### src/rtl/cp0_unit.sv
// Coprocessor-0: Status/Cause/EPC, ext-interrupt synchroniser and exception arbitration.
// Latency: trap/rdata/epc_out are combinational; state updates on the next edge. Stall freezes architectural state.
module cp0_unit #(
    parameter logic [31:0] VECTOR    = 32'h0000_0004,
    parameter logic [31:0] EPC_RESET = 32'h0000_0000
) (
    input  logic        clk,
    input  logic        rst_n,
    input  logic        stall,
    input  logic        cp0_write,
    input  logic        cp0_read_epc,
    input  logic        cp0_write_epc,
    input  logic [1:0]  int_code,
    input  logic [4:0]  addr,
    input  logic [31:0] wdata,
    input  logic [31:0] pc,
    input  logic [31:0] pc_plus4,
    input  logic [31:0] pc_next,
    input  logic        ext_int,
    output logic [31:0] rdata,
    output logic [31:0] epc_out,
    output logic        trap,
    output logic [31:0] vector_out,
    output logic [1:0]  cause_code
);

    logic        r_ie, r_pie, r_eim;
    logic [1:0]  r_code;
    logic [31:0] r_epc;
    logic        r_s1, r_s2, r_s3;
    logic        r_pending;

    logic        w_edge;
    logic        w_ext_req;
    logic        w_trap;
    logic        w_take_ext;
    logic [1:0]  w_code;

    assign w_edge     = r_s2 & ~r_s3;
    assign w_ext_req  = (int_code == 2'b01) | (r_pending & r_ie & r_eim);
    // Illegal/overflow are non-maskable and outrank any external request.
    assign w_trap     = ~stall & (int_code[1] | w_ext_req);
    assign w_take_ext = w_trap & ~int_code[1];
    assign w_code     = int_code[1] ? int_code : 2'b01;

    assign trap       = w_trap;
    assign vector_out = VECTOR;
    assign epc_out    = r_epc;
    assign cause_code = r_code;

    always_comb begin
        rdata = 32'd0;
        case (addr)
            5'd12:   rdata = {29'd0, r_eim, r_pie, r_ie};
            5'd13:   rdata = {23'd0, r_pending, 4'd0, r_code, 2'd0};
            5'd14:   rdata = r_epc;
            default: rdata = 32'd0;
        endcase
    end

    // Synchroniser and pending latch run regardless of stall.
    always_ff @(posedge clk or negedge rst_n) begin
        if (!rst_n) begin
            r_s1      <= 1'b0;
            r_s2      <= 1'b0;
            r_s3      <= 1'b0;
            r_pending <= 1'b0;
        end else begin
            r_s1 <= ext_int;
            r_s2 <= r_s1;
            r_s3 <= r_s2;
            if (w_take_ext)
                r_pending <= 1'b0;
            else if (w_edge)
                r_pending <= 1'b1;
        end
    end

    always_ff @(posedge clk or negedge rst_n) begin
        if (!rst_n) begin
            r_ie   <= 1'b0;
            r_pie  <= 1'b0;
            r_eim  <= 1'b0;
            r_code <= 2'b00;
            r_epc  <= EPC_RESET;
        end else if (!stall) begin
            if (w_trap) begin
                r_epc  <= int_code[1] ? pc : pc_next;
                r_code <= w_code;
                r_pie  <= r_ie;
                r_ie   <= 1'b0;
            end else begin
                if (cp0_write && addr == 5'd12) begin
                    r_ie  <= wdata[0];
                    r_pie <= wdata[1];
                    r_eim <= wdata[2];
                end
                if (cp0_read_epc)
                    r_ie <= r_pie;
                // syscall EPC capture outranks an mtc0 to EPC in the same cycle.
                if (cp0_write_epc)
                    r_epc <= pc_plus4;
                else if (cp0_write && addr == 5'd14)
                    r_epc <= wdata;
            end
        end
    end

endmodule

### config.mk
export PLATFORM = sky130hd
export DESIGN_NAME = cp0_unit
export DESIGN_NICKNAME = d
export VERILOG_FILES = /design/src/rtl/cp0_unit.sv
export SDC_FILE = /design/constraint.sdc
export NUM_CORES = 1
export LEC_CHECK = 0
export CAP_MARGIN = 20
export CORE_ASPECT_RATIO = 2
export CORE_MARGIN = 2
export CORE_UTILIZATION = 34
export DETAILED_ROUTE_END_ITERATION = 8
export GPL_TIMING_DRIVEN = 0
export MAX_ROUTING_LAYER = met4
export PLACE_DENSITY = 0.82
export RECOVER_POWER = 100
export SLEW_MARGIN = 20
export SYNTH_ARGS = -nofsm -noshare
export SYNTH_HDL_FRONTEND = slang
export SYNTH_SLANG_ARGS = --single-unit
### constraint.sdc
create_clock -name clk -period 2.4 [get_ports clk]
set_clock_uncertainty 0.1 [all_clocks]
set_input_delay 0.24 -clock clk [delete_from_list [all_inputs] [get_ports clk]]
set_output_delay 0.24 -clock clk [all_outputs]
set_load 0.005 [all_outputs]
# Word level (Yosys, flattened, before mapping)
# Index checks and enable logic that the tools add are counted.
# Widths: inputs -> output; s select.
[totals]
output_inout_bits = 99
ff_bits = 41
input_bits = 142
word_cells = 48
[classes]
bitwise = 11
mux = 13
reduce_logical = 11
n_eq_ne = 4
[ops]
columns = ["operator", "count"]
rows = [
  ["$mux 32", 4],
  ["$pmux 32 s3", 1],
  ["$eq 5x4->1 const B", 3],
  ["$reduce_and 2->1", 4],
  ["$mux 1", 7],
  ["$reduce_bool 3->1", 2],
  ["$and 1x1->1", 5],
  ["$not 1->1", 4],
  ["$reduce_bool 2->1", 2],
  ["$reduce_and 3->1", 1],
  ["$eq 2x1->1 const B", 1],
  ["$logic_and 1x1->1", 2],
  ["$mux 2", 1],
  ["$or 1x1->1", 2],
]

# Depth between registers and ports, before layout
# Gate-level depths: netlist of run 1.
[logic_depth]
ltp_word = 7
ltp_mapped = 6
depth_no_buf = 5

# Worst setup path before layout of run 1
# No wires, ideal clock.
[synth_path]
kind = "register to register"
start = "register r_ie"
end = "register r_epc[0] (netlist: epc_out[0])"
required_ns = 2.175
stages_incl_launch_ff = 6
setup_slack_ns = 0.588
arrival_ns = 1.587
period_less_slack_ns = 1.812
n_path_buf = 1
setup_time_ns = 0.125
path_cell_list = "dfrtp_1 -> a311o_1 -> a311oi_2 -> nor2_2 -> buf_6 -> mux2_4"
[synth_between]
elab_chain_cells = 7
elab_cells_between_ends = 8
cone_classes = "1 x mux; 5 x bitwise; 2 x reduce/logical"
[synth_rtl]
columns = ["element", "line", "source"]
rows = [
  ["start: declaration", "27", "logic r_ie, r_pie, r_eim;"],
  ["start signal: assignment", "94", "r_ie <= wdata[0];"],
  ["start signal: assignment", "99", "r_ie <= r_pie;"],
  ["$and 1x1->1 * (2 in a row)", "40", "assign w_ext_req = (int_code == 2'b01) | (r_pending & r_ie & r_eim);"],
  ["$or 1x1->1 *", "40", ""],
  ["$or 1x1->1 *", "42", "assign w_trap = ~stall & (int_code[1] | w_ext_req);"],
  ["$and 1x1->1 *", "42", ""],
  ["$reduce_bool 3->1 (no line)", "-", ""],
  ["$reduce_and 2->1 (no line)", "-", ""],
  ["end signal: assignment", "88", "r_epc <= int_code[1] ? pc : pc_next;"],
  ["end signal: assignment", "102", "r_epc <= pc_plus4;"],
  ["end signal: assignment", "104", "r_epc <= wdata;"],
  ["end: declaration", "29", "logic [31:0] r_epc;"],
]
# Mark *: on every way between the ends. The rest lies on a longest branch, timed or not.
# A chain may end at the register's enable or synchronous reset.

# Worst setup path in the final report of run 1
[layout_path]
start = "register r_ie"
end = "register r_epc[27] (netlist: epc_out[27])"
# The elaborated chain is that of the path after synthesis.

==> results.json, run 1 <==
{
  "grt_pass1_wl_um": 19450,
  "avgSynthCellArea_um2": 10.35,
  "synth_compound_area_share_pct": 15.22,
  "cts_tree": "done",
  "cts_root_buf": "clkbuf_16",
  "rsz0062_at_grt": "false",
  "cts.sinks": 41,
  "r2r-end": "epc_out[27]",
  "grt_max_degree": 28,
  "path_clk_slew_ns": 0.06,
  "vias": 3435,
  "finalHoldViolCount": 0,
  "portBuffers": 206,
  "intPower_w": 0.001752,
  "netlist_area_um2": 3124,
  "synth_ff_type": "dfrtp_1",
  "track_usage_pct": 26.50,
  "required_ns": 2.46,
  "drv_slew": 0,
  "antenna_found_initial": 0,
  "yosys-top-cells-area": "dfrtp_1 33%, mux2i_1 15%, mux2_4 14%, buf_4 7.7%, a32oi_1 7.3%",
  "setup_tns_ns": 0,
  "path_max_fanout": 10,
  "max_freq_mhz": 421.0,
  "rr_worst_depth": 5,
  "hold_path_end": "r_s2",
  "r2r_setup_slack_ns": 0.02,
  "die_h_um": 139.6,
  "wirelength_um": 13100,
  "dp_slack_ns": -0.6383,
  "path_class": "flop to flop",
  "clock_path_buffers": 2,
  "globalplace.congestion": 0.8791,
  "drc": 0,
  "synth.area.mux_share_pct": 30.24,
  "swShare_pct": 28.41,
  "setup_ws_ns": 0.02486,
  "hpwlAfterDp_um": 10390,
  "cp-start-kind": "flop",
  "synth-simple-area-share_pct": 9.131,
  "first_pass_iters": 4,
  "synth-edff-count": 0,
  "hold_path_class": "flop to flop",
  "yosysMostFrequentCell": "mux2i_1",
  "yosys-top-cells-count": "46 x mux2i_1, 41 x dfrtp_1, 32 x buf_4",
  "routedWlPerCell_um": 20.12,
  "synth_xor_area_share_pct": 0,
  "p_seq_share_pct": 36.8,
  "grt_pass1_vias": 3603,
  "core_um2": 8951,
  "layout-drive-gt1-share_pct": 15.30,
  "dieArea_um2": 10020,
  "pwr-share-comb_pct": 36.3,
  "num_antenna_cells": 0,
  "ir_drop_mv": 0.2768,
  "synth_cells": 302,
  "post-route-period-util_pct": 98.96,
  "yosysUniqueCellTypes": 33,
  "switching_power_w": 0.0006954,
  "ant_nets": 0,
  "max_cap_viol_count": 0,
  "slew_headroom_pct": 41.89,
  "worstMarginPinSlew_ns": 0.8716,
  "min_period_ns": 2.375,
  "std_cell_rows": 49,
  "initial_core_util_pct": 34.90,
  "synth_top_area_share_pct": 32.84,
  "synth_seq_cells": 41,
  "htree_num_levels": 2,
  "p_per_area_nw_per_um2": 439.7,
  "p_leak_nw": 2.599,
  "overflow": 0,
  "ys_warn_count": 0,
  "die_w_um": 71.78,
  "ios": 241,
  "synth_top_family_by_area": "multiplexers",
  "worstHoldPathCells": 0,
  "r2r_start": "r_ie",
  "cp-end-kind": "flop",
  "worstHoldStart": "r_s1",
  "cp.arrival_ns": 2.44,
  "clock_latency_ns": 0.29,
  "ys_async_sr_fraction_pct": 100.0,
  "drtIter0Drc": 196,
  "finalSetupViolations": 0,
  "yosysSeqAreaShare_pct": 32.84,
  "status": "finished, final reports clean",
  "synth_fa_ha_area_share_pct": 0,
  "area_growth_pct": 78.17,
  "via_per_inst": 5.276,
  "yosysTopAreaCell": "dfrtp_1",
  "p_clk_share_pct": 26.9,
  "cts_buffers": 5,
  "final_net_count": 690
}
-- worst max-delay path: stages, from the launching register on --
cell and delay (ns):
dfrtp_1 0.43, a31o_2 0.29, clkbuf_1 0.24, a2111oi_1 0.74
a221oi_1 0.11, mux2_1 0.34
-- state kept, by name, indices dropped and copies added (netlist names) --
register    flops
cause_code      2
r_s3            1
r_s1            1
r_pie           1
r_s2            1
r_eim           1
r_ie            1
r_pending       1
epc_out        32
-- cells in the final DEF (no fill, tap or decap), types with 4 or more instances in the layout --
| master | Yosys | final |
|---|---|---|
| clkdlybuf4s50_1 | 0 | 156 |
| dlygate4sd3_1 | 0 | 49 |
| mux2i_1 | 46 | 46 |
| dfrtp_1 | 41 | 41 |
| buf_4 | 32 | 34 |
| conb_1 | 2 | 32 |
| and3_1 | 28 | 28 |
| o21ai_0 | 27 | 27 |
| a32oi_1 | 26 | 26 |
| mux2_4 | 30 | 24 |
| clkbuf_1 | 17 | 16 |
| nor2_1 | 7 | 8 |
| mux2_1 | 0 | 6 |
| a21oi_1 | 5 | 5 |
| clkbuf_16 | 0 | 5 |
| clkbuf_2 | 0 | 4 |
| nor2b_1 | 4 | 4 |
| inv_1 | 4 | 4 |
| buf_2 | 5 | 4 |
-- cell type report --
type / instances / area [um^2]
fill: 768 / 3385
timing repair buffer: 211 / 2088
multi-input combinational: 228 / 1799
sequential: 41 / 1026
buffer: 56 / 365.4
clock buffer: 6 / 128.9
tap: 102 / 127.6
inverter: 5 / 21.27
clock inverter: 2 / 10.01
-- worst max-delay path by stage --
| stage | to | cells after the start | start | slack, ns |
|---|---|---|---|---|
| 5_1_grt | epc_out[20] | 7 | addr[3] | 0.01 |
| 6_report | epc_out[27] | 5 | r_ie | 0.02 |
| 3_3_place_gp | rdata[18] | 6 | addr[0] | -0.62 |
| 4_1_cts | trap | 5 | int_code[1] | 0.06 |
| 3_5_place_dp | rdata[18] | 6 | addr[0] | -0.64 |
| 2_1_floorplan | epc_out[0] | 5 | r_ie | 0.59 |
-- through the flow --
step                util [%]  power, W  cells  cell area, um^2  hold WS [ns]
CTS                    62.72  0.002525    651             5614        0.2564
finish                 62.19  0.002448    651             5567        0.2623
detailed placement     60.79  0.001858    641             5441       0.08689
global route           62.19  0.002559    651             5567        0.2737
global placement       60.62  0.001829    640             5426        0.2374
floorplan                  -  0.001266    332             3237       -0.1556
-- logic make-up after synthesis --
family	after synthesis
AOI/OAI and AO/OA	68
buffers and inverters	63
DFF	41
muxes	79
other	2
and+or+nand+nor	49
-- power groups by stage --
stage,combinational [W],sequential (W),clock (W)
CTS,0.000948,0.000908,0.000669
global placement,0.000918,0.000910,0
detailed placement,0.000942,0.000916,0
finish,0.000888,0.000902,0.000658
floorplan,0.000380,0.000885,0
global route,0.000948,0.000915,0.000696
-- routing by layer --
metal  global-route usage (%)  up-vias  part of all wire [%]
li1                         -     1551                     -
met1                    26.58     1635                    34
met2                    47.08      202                    54
met3                    3.476       47                   5.9
met4                    15.99        0                   6.0
met5                        -        -                     0
-- repair_timing --
item | in CTS | in global routing
endpoints found under the hold margin | 14 | 0
pin swaps | 1 | 0
gates cloned | 0 | 0
setup buffers | 3 | 0
endpoints found under the setup margin | 29 | 3
hold buffers | 1 | 0
gates resized for setup | 7 | 4
No activity file was read; power rests on OpenSTA's default activity.
==> inputs of run 2 (changes only) <==
--- a/config.mk
+++ b/config.mk
@@ -10,7 +10,6 @@
 export CORE_MARGIN = 2
 export CORE_UTILIZATION = 34
 export DETAILED_ROUTE_END_ITERATION = 8
-export GPL_TIMING_DRIVEN = 0
 export MAX_ROUTING_LAYER = met4
 export PLACE_DENSITY = 0.82
 export RECOVER_POWER = 100
==> run 2 against run 1 <==
Effect of this change:
- global-route usage decreased by 1.6 points
- non-clock buffer count down 41
- clock-buffer cell count up 1
- die area is the same
- critical endpoint is now rdata[19]
==> results.json, run 2 (synthesis results as in run 1) <==
{
  "status": "finished, final reports clean",
  "via_per_inst": 5.379,
  "final_net_count": 649,
  "finalHoldViolCount": 0,
  "hold_buffers": 0,
  "rsz0062_at_grt": "false",
  "die_h_um": 139.6,
  "area_growth_pct": 70.89,
  "cp-end-kind": "primary output",
  "track_usage_pct": 24.91,
  "vias": 3281,
  "wirelength_um": 12200,
  "first_pass_iters": 4,
  "hold_path_class": "input pin to asynchronous set/reset pin",
  "layout-drive-gt1-share_pct": 9.646,
  "cts.sinks": 41,
  "post-route-period-util_pct": 96.70,
  "stdcell_count": 610,
  "cts_buffers": 5,
  "grt_pass1_wl_um": 18470,
  "final_core_utilization_pct": 59.65,
  "portBuffers": 208,
  "cp.arrival_ns": 1.98,
  "required_ns": 2.06,
  "routedWlPerCell_um": 19.99,
  "drv_slew": 0,
  "drc": 0,
  "initial_core_util_pct": 34.90,
  "die_w_um": 71.78,
  "dieArea_um2": 10020,
  "max_freq_mhz": 430.9,
  "slew_headroom_pct": 30.60,
  "layout_common_cells": "158 x clkdlybuf4s50_1, 48 x dlygate4sd3_1, 46 x mux2i_1, 41 x dfrtp_1, 32 x conb_1",
  "grt_max_degree": 42,
  "grt_pass1_vias": 3480,
  "ant_nets": 0,
  "dp_cells": 602,
  "path_clk_slew_ns": 0.06,
  "cts-resized-gates": 0,
  "clock_latency_ns": 0.28,
  "ios": 241,
  "cts_root_buf": "clkbuf_16",
  "ir_drop_mv": 0.2660,
  "globalplace.congestion": 0.8840,
  "num_antenna_cells": 0,
  "path_max_fanout": 18,
  "core_um2": 8951,
  "layout.filler_cells": 797,
  "worstMarginPinSlew_ns": 1.041,
  "drtIter0Drc": 120,
  "clock_path_buffers": 2,
  "final_common_cell": "clkdlybuf4s50_1",
  "p_leak_nw": 2.421,
  "total_power_w": 0.002508,
  "cts_tree": "done",
  "finalSetupViolations": 0,
  "path_class": "input pin to primary output",
  "std_cell_rows": 49,
  "overflow": 0,
  "antenna_found_initial": 0,
  "cp-start-kind": "input pin",
  "max_cap_viol_count": 0,
  "largest_reg_flops": 32,
  "hpwlAfterDp_um": 9491,
  "min_period_ns": 2.321,
  "htree_num_levels": 2,
  "setup_tns_ns": 0,
  "p_per_area_nw_per_um2": 469.7,
  "cts_setup_buffers": 0
}
-- run 2: cell types whose count changed in the layout (fill, tap and decap cells not counted), moves of 2 or more --
cell             before  now
buf_4                34   12
clkinv_2              2    0
mux2_1                6   15
buf_6                 3    0
clkbuf_1             16    2
clkdlybuf4s50_1     156  158
mux2_4               24   15
buf_12                0    2
buf_2                 4    1
-- run 2: layout make-up --
type	instances	area [um^2]	share of cell area (%)
Clock buffer	7	142.6	2.672
Inverter	5	18.77	0.3515
Clock inverter	1	30.03	0.5625
Tap cell	102	127.6	2.390
Multi-Input combinational cell	228	1770	33.16
Sequential cell	41	1026	19.22
Timing Repair Buffer	226	2223	41.65
-- run 2: path summary, 6_finish.rpt --
check	cells after the start	endpoint	slack, ns	from
setup / recovery	5	rdata[19]	0.08	addr[0]
hold / removal	1	epc_out[10]	0.03	rst_n
min in group clk	0	r_s2	0.26	r_s1
setup reg to reg	5	epc_out[19]	0.09	r_ie
max in group asynchronous	1	r_eim	1.52	rst_n
hold reg to reg	0	r_s2	0.26	r_s1
-- run 2: worst max-delay path, cell delays in order --
cell and delay, ns:
clkdlybuf4s50_1 0.42, and4bb_2 0.40, buf_12 0.18, and3_1 0.17, dlygate4sd3_1 0.57
-- run 2: where the power goes --
group / leakage (nW) / internal (W) / switching [W]
Sequential: 0.492 / 0.000798 / 0.000107
Clock: 0.0841 / 0.000520 / 0.000266
Combinational: 1.85 / 0.000524 / 0.000294
-- run 2: routing by layer --
metal,GRT usage [%],wire (um),part of all wire (%)
met5,-,0,0
met4,13.11,627,5.1
met3,3.114,659,5.4
met2,45.86,6793,56
met1,24.46,4115,34
-- run 2: through the flow --
stage | cell area, um^2 | hold slack, ns | setup slack [ns]
4_1_cts | 5423 | 0.02954 | 0.1075
3_5_place_dp | 5250 | 0.2504 | 0.1159
3_3_place_gp | 5250 | 0.2404 | 0.1218
2_1_floorplan | 3237 | -0.1556 | 0.5879
5_1_grt | 5339 | 0.1075 | 0.02581
6_report | 5339 | 0.02738 | 0.07910
==> inputs of run 3 (changes only) <==
--- a/config.mk
+++ b/config.mk
@@ -8,12 +8,11 @@
 export CAP_MARGIN = 20
 export CORE_ASPECT_RATIO = 2
 export CORE_MARGIN = 2
-export CORE_UTILIZATION = 34
+export CORE_UTILIZATION = 37
 export DETAILED_ROUTE_END_ITERATION = 8
 export MAX_ROUTING_LAYER = met4
-export PLACE_DENSITY = 0.82
+export PLACE_DENSITY = 0.88
 export RECOVER_POWER = 100
-export SLEW_MARGIN = 20
 export SYNTH_ARGS = -nofsm -noshare
 export SYNTH_HDL_FRONTEND = slang
 export SYNTH_SLANG_ARGS = --single-unit
==> constraint.sdc (replaced) <==
create_clock -name clk -period 2.75 [get_ports clk]
set_clock_uncertainty 0.1 [all_clocks]
set_input_delay 0.275 -clock clk [delete_from_list [all_inputs] [get_ports clk]]
set_output_delay 0.275 -clock clk [all_outputs]
set_load 0.005 [all_outputs]
==> run 3 against run 2 <==
Effect of this change:
- the flow now finishes with violations (capacitance limit, slew limit)
- flip-flop and latch count unchanged
- via count is 0.67% lower
- final cell count is 1.3% lower
- sequential share of layout area grew 0.33 points
==> results.json, run 3 (synthesis results as in run 1) <==
{
  "status": "finished with violations",
  "violations": "capacitance limit, slew limit",
  "busiest_layer": "met2",
  "path_class": "input pin to primary output",
  "dieArea_um2": 9239,
  "slew_headroom_pct": -52.79,
  "worstMarginPinSlew_ns": 2.292,
  "slowest_stage": "dlygate4sd3_1",
  "post-route-period-util_pct": 95.05,
  "overflow": 0,
  "drv_slew": 42,
  "finalHoldViolCount": 0,
  "max_cap_viol_count": 1,
  "cts_buffers": 5,
  "htree_num_levels": 2,
  "die_h_um": 134.0,
  "endpoint": "rdata[28]",
  "cts-resized-gates": 0,
  "hold_path_class": "flop to flop",
  "ant_nets": 0,
  "via_per_inst": 5.414,
  "p_leak_nw": 2.413,
  "ir_drop_mv": 0.3006,
  "max_stage_delay_ns": 0.57,
  "gr-usage-met2_pct": 48.02,
  "r2r_setup_slack_ns": 0.41,
  "clock_path_buffers": 2,
  "grtUsageMet1_pct": 27.24,
  "max_freq_mhz": 382.6,
  "p_per_area_nw_per_um2": 408.2,
  "hold_buffers": 0,
  "cts_tree": "done",
  "cts.sinks": 41,
  "crit_buf_inv": 3,
  "cts_setup_buffers": 0,
  "largest_reg_flops": 32,
  "dp_cells": 594,
  "layout_common_cells": "139 x clkdlybuf4s50_1, 67 x dlygate4sd3_1, 46 x mux2i_1, 41 x dfrtp_1, 32 x conb_1",
  "wirelength_um": 11970,
  "layout.filler_cells": 718,
  "cts_root_buf": "clkbuf_16",
  "track_usage_pct": 26.37,
  "portBuffers": 208,
  "hpwlAfterDp_um": 9352,
  "regArea_um2": 1026,
  "finalSetupViolations": 0,
  "initial_core_util_pct": 37.95,
  "timing.hold.ws_ns": 0.2494,
  "grt_pass1_vias": 3392,
  "clock_latency_ns": 0.28,
  "path_max_fanout": 10,
  "grtUsageMet3_pct": 3.943,
  "min_period_ns": 2.614,
  "critPathTopFamily": "buffers and inverters",
  "core_um2": 8233,
  "r2r-end": "epc_out[9]",
  "std_cell_rows": 47,
  "final_common_cell": "clkdlybuf4s50_1",
  "critical_path_depth": 5,
  "multi_input_area_um2": 1720,
  "cp-start-kind": "input pin",
  "num_antenna_cells": 0,
  "final_core_utilization_pct": 63.74,
  "layout-drive-gt1-share_pct": 6.151,
  "startpoint": "addr[0]",
  "path_clk_slew_ns": 0.06,
  "r2r_start": "r_ie",
  "grt_max_degree": 42,
  "rr_worst_depth": 5,
  "stdcell_count": 602,
  "setup_tns_ns": 0,
  "first_pass_iters": 4,
  "final_net_count": 645,
  "crit_chain": "clkdlybuf4s50_1 -> and4bb_2 -> buf_4 -> and3_1 -> dlygate4sd3_1",
  "globalplace.congestion": 0.8420,
  "vias": 3259,
  "cp-end-kind": "primary output",
  "worstHoldPathCells": 0,
  "cp.arrival_ns": 2.24,
  "area_growth_pct": 67.96,
  "ios": 241,
  "grt_pass1_wl_um": 17460,
  "rsz0062_at_grt": "false",
  "routedWlPerCell_um": 19.88,
  "drtIter0Drc": 183,
  "die_w_um": 68.98,
  "antenna_found_initial": 0,
  "required_ns": 2.38,
  "drc": 0
}
-- run 3: stage by stage --
stage	instance area (um^2)	power [W]	worst slack, ns
finish	5248	0.002142	0.1362
global route	5248	0.002243	0.07541
global placement	5195	0.001562	0.2497
floorplan	3237	0.001105	0.9379
CTS	5383	0.002278	0.1789
detailed placement	5210	0.001583	0.1824
-- run 3: layout make-up --
cell class,count,area share (%)
tap,98,2.337
multi-input combinational,228,32.78
timing repair buffer,222,41.68
sequential,41,19.55
clock inverter,1,0.5722
inverter,5,0.3577
clock buffer,7,2.718
-- run 3: how the worst min path moves through the flow --
stage	end	slack [ns]	start
2_1_floorplan	cause_code[0]	-0.12	rst_n
3_3_place_gp	r_s2	0.24	r_s1
3_5_place_dp	r_s2	0.24	r_s1
4_1_cts	epc_out[3]	0.07	rst_n
5_1_grt	r_s2	0.27	r_s1
6_report	r_s2	0.25	r_s1
-- run 3: per-layer routing --
metal,vias to the layer above,routed length [um]
li1,1471,-
met1,1595,4227
met2,164,6692
met3,29,663
met4,0,385
met5,-,0
-- run 3: power breakdown --
part | internal, W | switching, W | total (W)
clock network | 0.000453 | 0.000230 | 0.000683
registers | 0.000696 | 0.0000904 | 0.000786
logic | 0.000424 | 0.000249 | 0.000673
